[config.mk]
export PLATFORM = sky130hd
export DESIGN_NAME = gate_teleporter
export DESIGN_NICKNAME = d
export VERILOG_FILES = /design/src/rtl/gate_teleporter.sv
export SDC_FILE = /design/constraint.sdc
export NUM_CORES = 1
export LEC_CHECK = 0
export BUFFER_PORTS_ARGS = -buffer_cell sky130_fd_sc_hd__buf_2
export CORE_ASPECT_RATIO = 1.5
export CORE_MARGIN = 2
export CORE_UTILIZATION = 55
export DETAILED_ROUTE_END_ITERATION = 8
export PLACE_DENSITY = 0.9
export SKIP_LAST_GASP = 1
export SYNTH_ARGS = -nofsm -noshare
export SYNTH_HDL_FRONTEND = slang
export SYNTH_SLANG_ARGS = --single-unit
export TNS_END_PERCENT = 10
[constraint.sdc]
create_clock -name CLK -period 3.57 [get_ports CLK]
set_input_delay 0.1785 -clock CLK [delete_from_list [all_inputs] [get_ports CLK]]
set_output_delay 0.1785 -clock CLK [all_outputs]
set_load 0.02 [all_outputs]
[src/rtl/gate_teleporter.sv]
// Teleport gate controller: arms on visible gates, jumps the frog to the
// partner gate on the frame after a collision, then locks out re-triggers.
module gate_teleporter #(
  parameter int GATE_SIZE = 32,
  parameter int COOLDOWN  = 25000000
) (
  input  logic        CLK,
  input  logic        reset,
  input  logic        startOfFrame,
  input  logic        collision_A,
  input  logic        collision_B,
  input  logic [10:0] A_start_offsetX,
  input  logic [10:0] A_start_offsetY,
  input  logic [10:0] B_start_offsetX,
  input  logic [10:0] B_start_offsetY,
  output logic        change_coord,
  output logic        teleport,
  output logic [10:0] teleport_X,
  output logic [10:0] teleport_Y,
  output logic        busy
);

  typedef enum logic [2:0] {
    S_WAIT_SHOW,
    S_ARMED,
    S_JUMP,
    S_REQ,
    S_WAIT_HIDE,
    S_COOL
  } state_t;

  localparam logic [25:0] CD_LOAD = 26'(COOLDOWN - 1);
  localparam logic [10:0] X_LIM   = 11'(639 - GATE_SIZE);
  localparam logic [10:0] Y_LIM   = 11'(479 - GATE_SIZE);

  state_t      state;
  state_t      nxt;
  logic [25:0] cnt;
  logic        frame_cnt;
  logic        hit_a;
  logic        hit_b;
  logic        win_a;
  logic        win_b;
  logic        nonzero;
  logic        off_screen;
  logic        visible;

  assign nonzero = |{A_start_offsetX, A_start_offsetY,
                     B_start_offsetX, B_start_offsetY};

  // A gate parked past the screen edge still counts as shown.
  assign off_screen = (A_start_offsetX > X_LIM) |
                      (B_start_offsetX > X_LIM) |
                      (A_start_offsetY > Y_LIM) |
                      (B_start_offsetY > Y_LIM);

  assign visible = nonzero | off_screen;

  // A collision on the frame-start cycle itself still counts.
  assign win_a = hit_a | collision_A;
  assign win_b = hit_b | collision_B;

  assign teleport     = (state == S_JUMP);
  assign change_coord = (state == S_REQ);
  assign busy         = (state != S_ARMED);

  // Next-state decision.
  always_comb begin
    nxt = state;
    unique case (state)
      S_WAIT_SHOW: if (visible) nxt = S_COOL;
      S_ARMED:
        if (startOfFrame && (win_a || win_b))
          nxt = S_JUMP;
      S_JUMP:      nxt = S_REQ;
      S_REQ:       nxt = S_WAIT_HIDE;
      S_WAIT_HIDE:
        if (!visible)
          nxt = S_WAIT_SHOW;
        else if (startOfFrame && frame_cnt)
          nxt = S_COOL;
      S_COOL:
        if (!visible)
          nxt = S_WAIT_SHOW;
        else if (cnt == '0)
          nxt = S_ARMED;
      default:     nxt = S_WAIT_SHOW;
    endcase
  end

  // State register.
  always_ff @(posedge CLK or posedge reset) begin
    if (reset) state <= S_WAIT_SHOW;
    else       state <= nxt;
  end

  // Lockout counter, reloaded on every entry into cooldown.
  always_ff @(posedge CLK or posedge reset) begin
    if (reset)
      cnt <= '0;
    else if (nxt == S_COOL && state != S_COOL)
      cnt <= CD_LOAD;
    else if (state == S_COOL && cnt != '0)
      cnt <= cnt - 26'd1;
  end

  // Frames seen while waiting for the gates to be hidden.
  always_ff @(posedge CLK or posedge reset) begin
    if (reset)
      frame_cnt <= 1'b0;
    else if (state != S_WAIT_HIDE)
      frame_cnt <= 1'b0;
    else if (startOfFrame)
      frame_cnt <= 1'b1;
  end

  // Per-frame collision flags, only meaningful while armed.
  always_ff @(posedge CLK or posedge reset) begin
    if (reset) begin
      hit_a <= 1'b0;
      hit_b <= 1'b0;
    end else if (state != S_ARMED || startOfFrame) begin
      hit_a <= 1'b0;
      hit_b <= 1'b0;
    end else begin
      hit_a <= win_a;
      hit_b <= win_b;
    end
  end

  // Destination is the partner gate, captured on the jump decision.
  always_ff @(posedge CLK or posedge reset) begin
    if (reset) begin
      teleport_X <= '0;
      teleport_Y <= '0;
    end else if (state == S_ARMED && nxt == S_JUMP) begin
      if (win_a) begin
        teleport_X <= B_start_offsetX;
        teleport_Y <= B_start_offsetY;
      end else begin
        teleport_X <= A_start_offsetX;
        teleport_Y <= A_start_offsetY;
      end
    end
  end

endmodule

After elaboration in Yosys (flattened, before gate mapping)
Index checks and enable logic that the tools add are counted.
{ "totals": {"ff_bits": 54, "latch_bits": 0, "mem_bits_rw": 0, "mem_bits_ro": 0, "in_bits": 49, "output_inout_bits": 25, "word_cells": 56, "memories": 0} }
{ "classes": {"add_sub_neg": 1, "multipliers": 0, "div_mod_pow": 0, "order_cmp": 4, "n_eq_ne": 10, "n_shift": 0, "n_mux": 15, "bitwise": 6, "n_reduce_logical": 13} }
{ "op_table": {"columns": ["cell", "count"], "rows": [
  ["26-bit two-way mux", 2],
  ["44-bit OR reduction", 1],
  ["26-bit zero test", 1],
  ["26-bit nonzero test", 1],
  ["26-bit by 1-bit subtractor with 26-bit output, second input constant", 1],
  ["11-bit by 10-bit greater-than comparator with 1-bit output, second input constant", 2],
  ["11-bit by 9-bit greater-than comparator with 1-bit output, second input constant", 2],
  ["11-bit two-way mux", 2],
  ["3-bit two-way mux", 6],
  ["3-bit one-hot mux with 6 select lines", 1],
  ["3-bit by 2-bit equality test with 1-bit output, second input constant", 3],
  ["3-bit equality test, second input constant", 3],
  ["3-bit inequality test, second input constant", 2],
  ["1-bit OR", 6],
  ["1-bit logical AND", 5],
  ["1-bit two-way mux", 4],
  ["2-bit nonzero test", 2],
  ["3-bit by 1-bit equality test with 1-bit output, second input constant", 1],
  ["3-bit zero test", 1],
  ["3-bit by 1-bit inequality test with 1-bit output, second input constant", 1],
  ["1-bit logical OR", 2]
]} }

Longest topological paths before layout
{ "depth": {"word_depth": 10, "ltp_mapped": 7, "depth_no_buf": 7} }

Least setup slack after synthesis
OpenSTA, ideal clock, no wires.
{ "synth_path": {"path_type": "flip-flop to flip-flop", "startpoint": "reg cnt[10]", "endpoint": "reg cnt[24]", "setup_time_ns": 0.069, "arrival_ns": 2.369, "t_required_ns": 3.501, "setup_slack_ns": 1.132, "path_stages_with_launch": 7, "period_less_slack_ns": 2.438, "cell_sequence": "dfrtp_1 > or4_4 > or2_1 > buf_6 > or4_4 > or4b_1 > nand3_1"} }
{ "synth_between": {"elab_chain_len": 7, "elab_cells_between_ends": 12} }
{ "synth_rtl": {"columns": ["element", "line", "source"], "rows": [
  ["start, declared", "38", "logic [25:0] cnt;"],
  ["start signal, assigned", "104", "cnt <= cnt - 26'd1;"],
  ["26-bit zero test", "85", "else if (cnt == '0)"],
  ["3-bit two-way mux", "85", null],
  ["3-bit two-way mux", "83", "if (!visible)"],
  ["3-bit one-hot mux with 6 select lines", "70", "unique case (state)"],
  ["3-bit equality test", "101", "else if (nxt == S_COOL && state != S_COOL)"],
  ["1-bit logical AND", "101", null],
  ["26-bit two-way mux or 2-bit nonzero test (tied branches)", null, null]
]} }
Parallel ways exist; a longest one is shown, timed or not. The select of a mux whose other input is x is not followed.
A chain may end at the register's enable or synchronous reset.

Worst setup path in the final report
{ "layout_path": {"startpoint": "reg cnt[8]", "endpoint": "reg cnt[24]"} }
The elaborated chain is that of the path after synthesis.

==> summary.txt <==
most frequent cell after synthesis: dfrtp_1
Yosys cell types: 45
first-pass GRT wire length: 11,340 um
Crit path arrival time: 2.80 ns
Post-Layout Cell Count: 427
Cell Area, Synth: 2818 um2
Sw Pwr: 0.7778 mW
total negative slack: 0 ns
grt met2 use: 44.44%
CTS root buffer: clkbuf_8
1st-pass router iterations: 4
clock share of power: 19.9%
pwr dens: 611.6 nW/um2
net count after synthesis: 338
post_cts resized: 0
Initial DRC Count: 106
post-layout minimum cycle time: 2.560 ns
Lkg Pwr: 1.420 nW
reg2reg start: cnt[8]$_DFFE_PP0P_
crit end category: flip-flop
sw frac: 37.91%
RSZ-0062 raised after global routing: false
antenna violations before repair: 0
CP required: 3.81 ns
total number of vias: 2,501
setup repair bufs after CTS: 0
Synth Area per Inst: 9.784 um2
Commonest cells post-synth: dfrtp_1 (54), nor2_1 (39), a21oi_1 (28), mux2i_1 (22), nor4_1 (19)
largest net degree at the start of global routing: 55
Seq cells post-synth: 54
CP Launch Type: flip-flop
share of cells above drive strength 1: 26.04%
Peak Freq: 0.3907 GHz
die width: 62.44 um
Total GRT Usage: 24.70%
DP HPWL: 4979 um
hold crit path type: input port to flip-flop
sequential fraction of the synthesis area: 47.96%
synth top area cells: dfrtp_1 (48%), mux2i_1 (7.8%), nor2_1 (5.2%), a21oi_1 (5.0%), nor4_1 (4.2%)
maxcap violations: 0
FP Rows: 31
# placed instances: 419
total gr overflow: 0
nets: 410
met3 Use GR: 4.049%
Worst-path clk slew: 0.10 ns
post-synthesis cell count: 288
Seq pwr share: 45.4%
final hold viol count: 0
IO Pins: 74
critical-path maximum fanout: 9
Setup CP Type: flip-flop to flip-flop
final worst-path cycle share: 71.70%
die footprint: 5723 um2
CTS tree: done
Gate power share: 34.7%
Setup violations, final: 0
Fillers: 392
Residual DRC: 0
Synth area leader: dfrtp_1
Final Wtd Congestion: 0.8817
vias in the first global route: 2,500
CP startpoint: cnt[8]$_DFFE_PP0P_
Internal Power: 1.274 mW
CTS buffer count: 5
worst r2r dst: cnt[24]$_DFFE_PP0P_
n_diodes: 0
status: finished clean
Via density: 5.857
CP endpoint: cnt[24]$_DFFE_PP0P_
Synth-to-Final Area Change: 19.05%
core footprint: 4887 um2
met1 Track Usage GR: 28.04%
Async SR Flop Fraction: 100.0%
Routed WL: 6668 um
Buffers on Ports: 73
H-tree depth: 2
IR drop worst, VDD: 0.3667 mV
Worst-Margin Slew: 1.074 ns
fin. max-slew vios: 0
clk buf depth: 2
mean routed wirelength per cell: 15.62 um
Final ANT Viol Nets: 0
top cell type's share of synthesized area: 47.96%
worst reg-to-reg path cell count: 5
CTS Hold Bufs: 0
Initial Utilization: 57.65%
number of flops mapped to enable cells by yosys: 0
top_reg_cell synth: dfrtp_1
Ys Warns: 0
FF-to-FF setup slack: 1.01 ns
height of the chip: 91.66 um
Setup Skew: 0.006177 ns
Slew headroom: 28.28%
clk_lat worst skew: 0.31 ns
busiest grt layer: met2
Sink Count: 54
## registers in the layout (all words and copies together), names as in the netlist
| name | cells |
|---|---|
| hit_a | 1 |
| state | 3 |
| cnt | 26 |
| teleport_X | 11 |
| hit_b | 1 |
| teleport_Y | 11 |
| frame_cnt | 1 |
## power groups by stage
stage | clock, mW | combinational [mW] | sequential, mW
3_5_place_dp | 0 | 0.718 | 0.935
3_3_place_gp | 0 | 0.691 | 0.928
2_1_floorplan | 0 | 0.315 | 1.07
6_report | 0.409 | 0.712 | 0.930
4_1_cts | 0.415 | 0.718 | 0.930
5_1_grt | 0.442 | 0.784 | 0.955
## area by class of cell
class | instances | area, um2 | share of cell area (%)
multi-input combinational | 218 | 1404 | 41.85
sequential | 54 | 1351 | 40.28
timing repair buffer | 76 | 387.9 | 11.56
tap | 66 | 82.58 | 2.462
clock buffer | 6 | 72.57 | 2.163
clock inverter | 2 | 37.54 | 1.119
inverter | 5 | 18.77 | 0.5595
## through the flow
step | instance area, um2 | power (mW) | hold WS [ns] | setup slack (ns) | utilization, %
after floorplan | 2818 | 1.383 | 0.2520 | 1.132 | -
after global routing | 3354 | 2.181 | 0.09748 | 0.8568 | 68.64
after detailed placement | 3244 | 1.653 | 0.4249 | 1.059 | 66.39
after CTS | 3354 | 2.063 | 0.08836 | 1.022 | 68.64
final | 3354 | 2.052 | 0.09857 | 1.010 | 68.64
after global placement | 3244 | 1.619 | 0.4045 | 1.085 | 66.39
## worst max-delay path, cell delays in order, from the launching register on
cell and delay, ns:
dfrtp_1 0.45, or4_4 0.54, or2_1 0.37, or4_4 0.57
or4b_1 0.47, nand3_1 0.09
## cell usage in the layout (no fill, tap or decap), drive strengths merged, types with 5 or more instances in the layout
cell type  count
nand2         14
or4            7
nand3          8
o21ai          6
clkbuf         6
nand4          6
buf           76
dfrtp         54
nor3          10
xor2           6
mux2i         22
a21oi         28
nor2          39
inv            5
xnor2         11
nor4          19
or3            6
## how the worst min path moves through the flow
stage,from,end,slack [ns],cells past startpoint
2_1_floorplan,startOfFrame,hit_a$_DFF_PP0_,0.25,1
3_3_place_gp,startOfFrame,hit_b$_DFF_PP0_,0.40,2
3_5_place_dp,startOfFrame,hit_a$_DFF_PP0_,0.42,2
4_1_cts,startOfFrame,hit_b$_DFF_PP0_,0.09,2
5_1_grt,startOfFrame,hit_b$_DFF_PP0_,0.1,2
6_report,startOfFrame,hit_a$_DFF_PP0_,0.1,2
## logic make-up after synthesis
logic type / after synthesis / share of synthesized area (%)
muxes: 22 / 7.815
adders and majority gates: 1 / 0.4440
AOI/OAI and AO/OA: 53 / 11.81
buffers and inverters: 16 / 2.398
DFF: 54 / 47.96
xor gates and xnor gates: 17 / 5.284
and+or+nand+nor: 125 / 24.29
## metal layers
metal | wire, um | part of all wire [%]
met5 | 0 | 0
met1 | 2555 | 38
met2 | 3540 | 53
met3 | 353 | 5.3
met4 | 218 | 3.3
(Power assumes the default switching activity.)
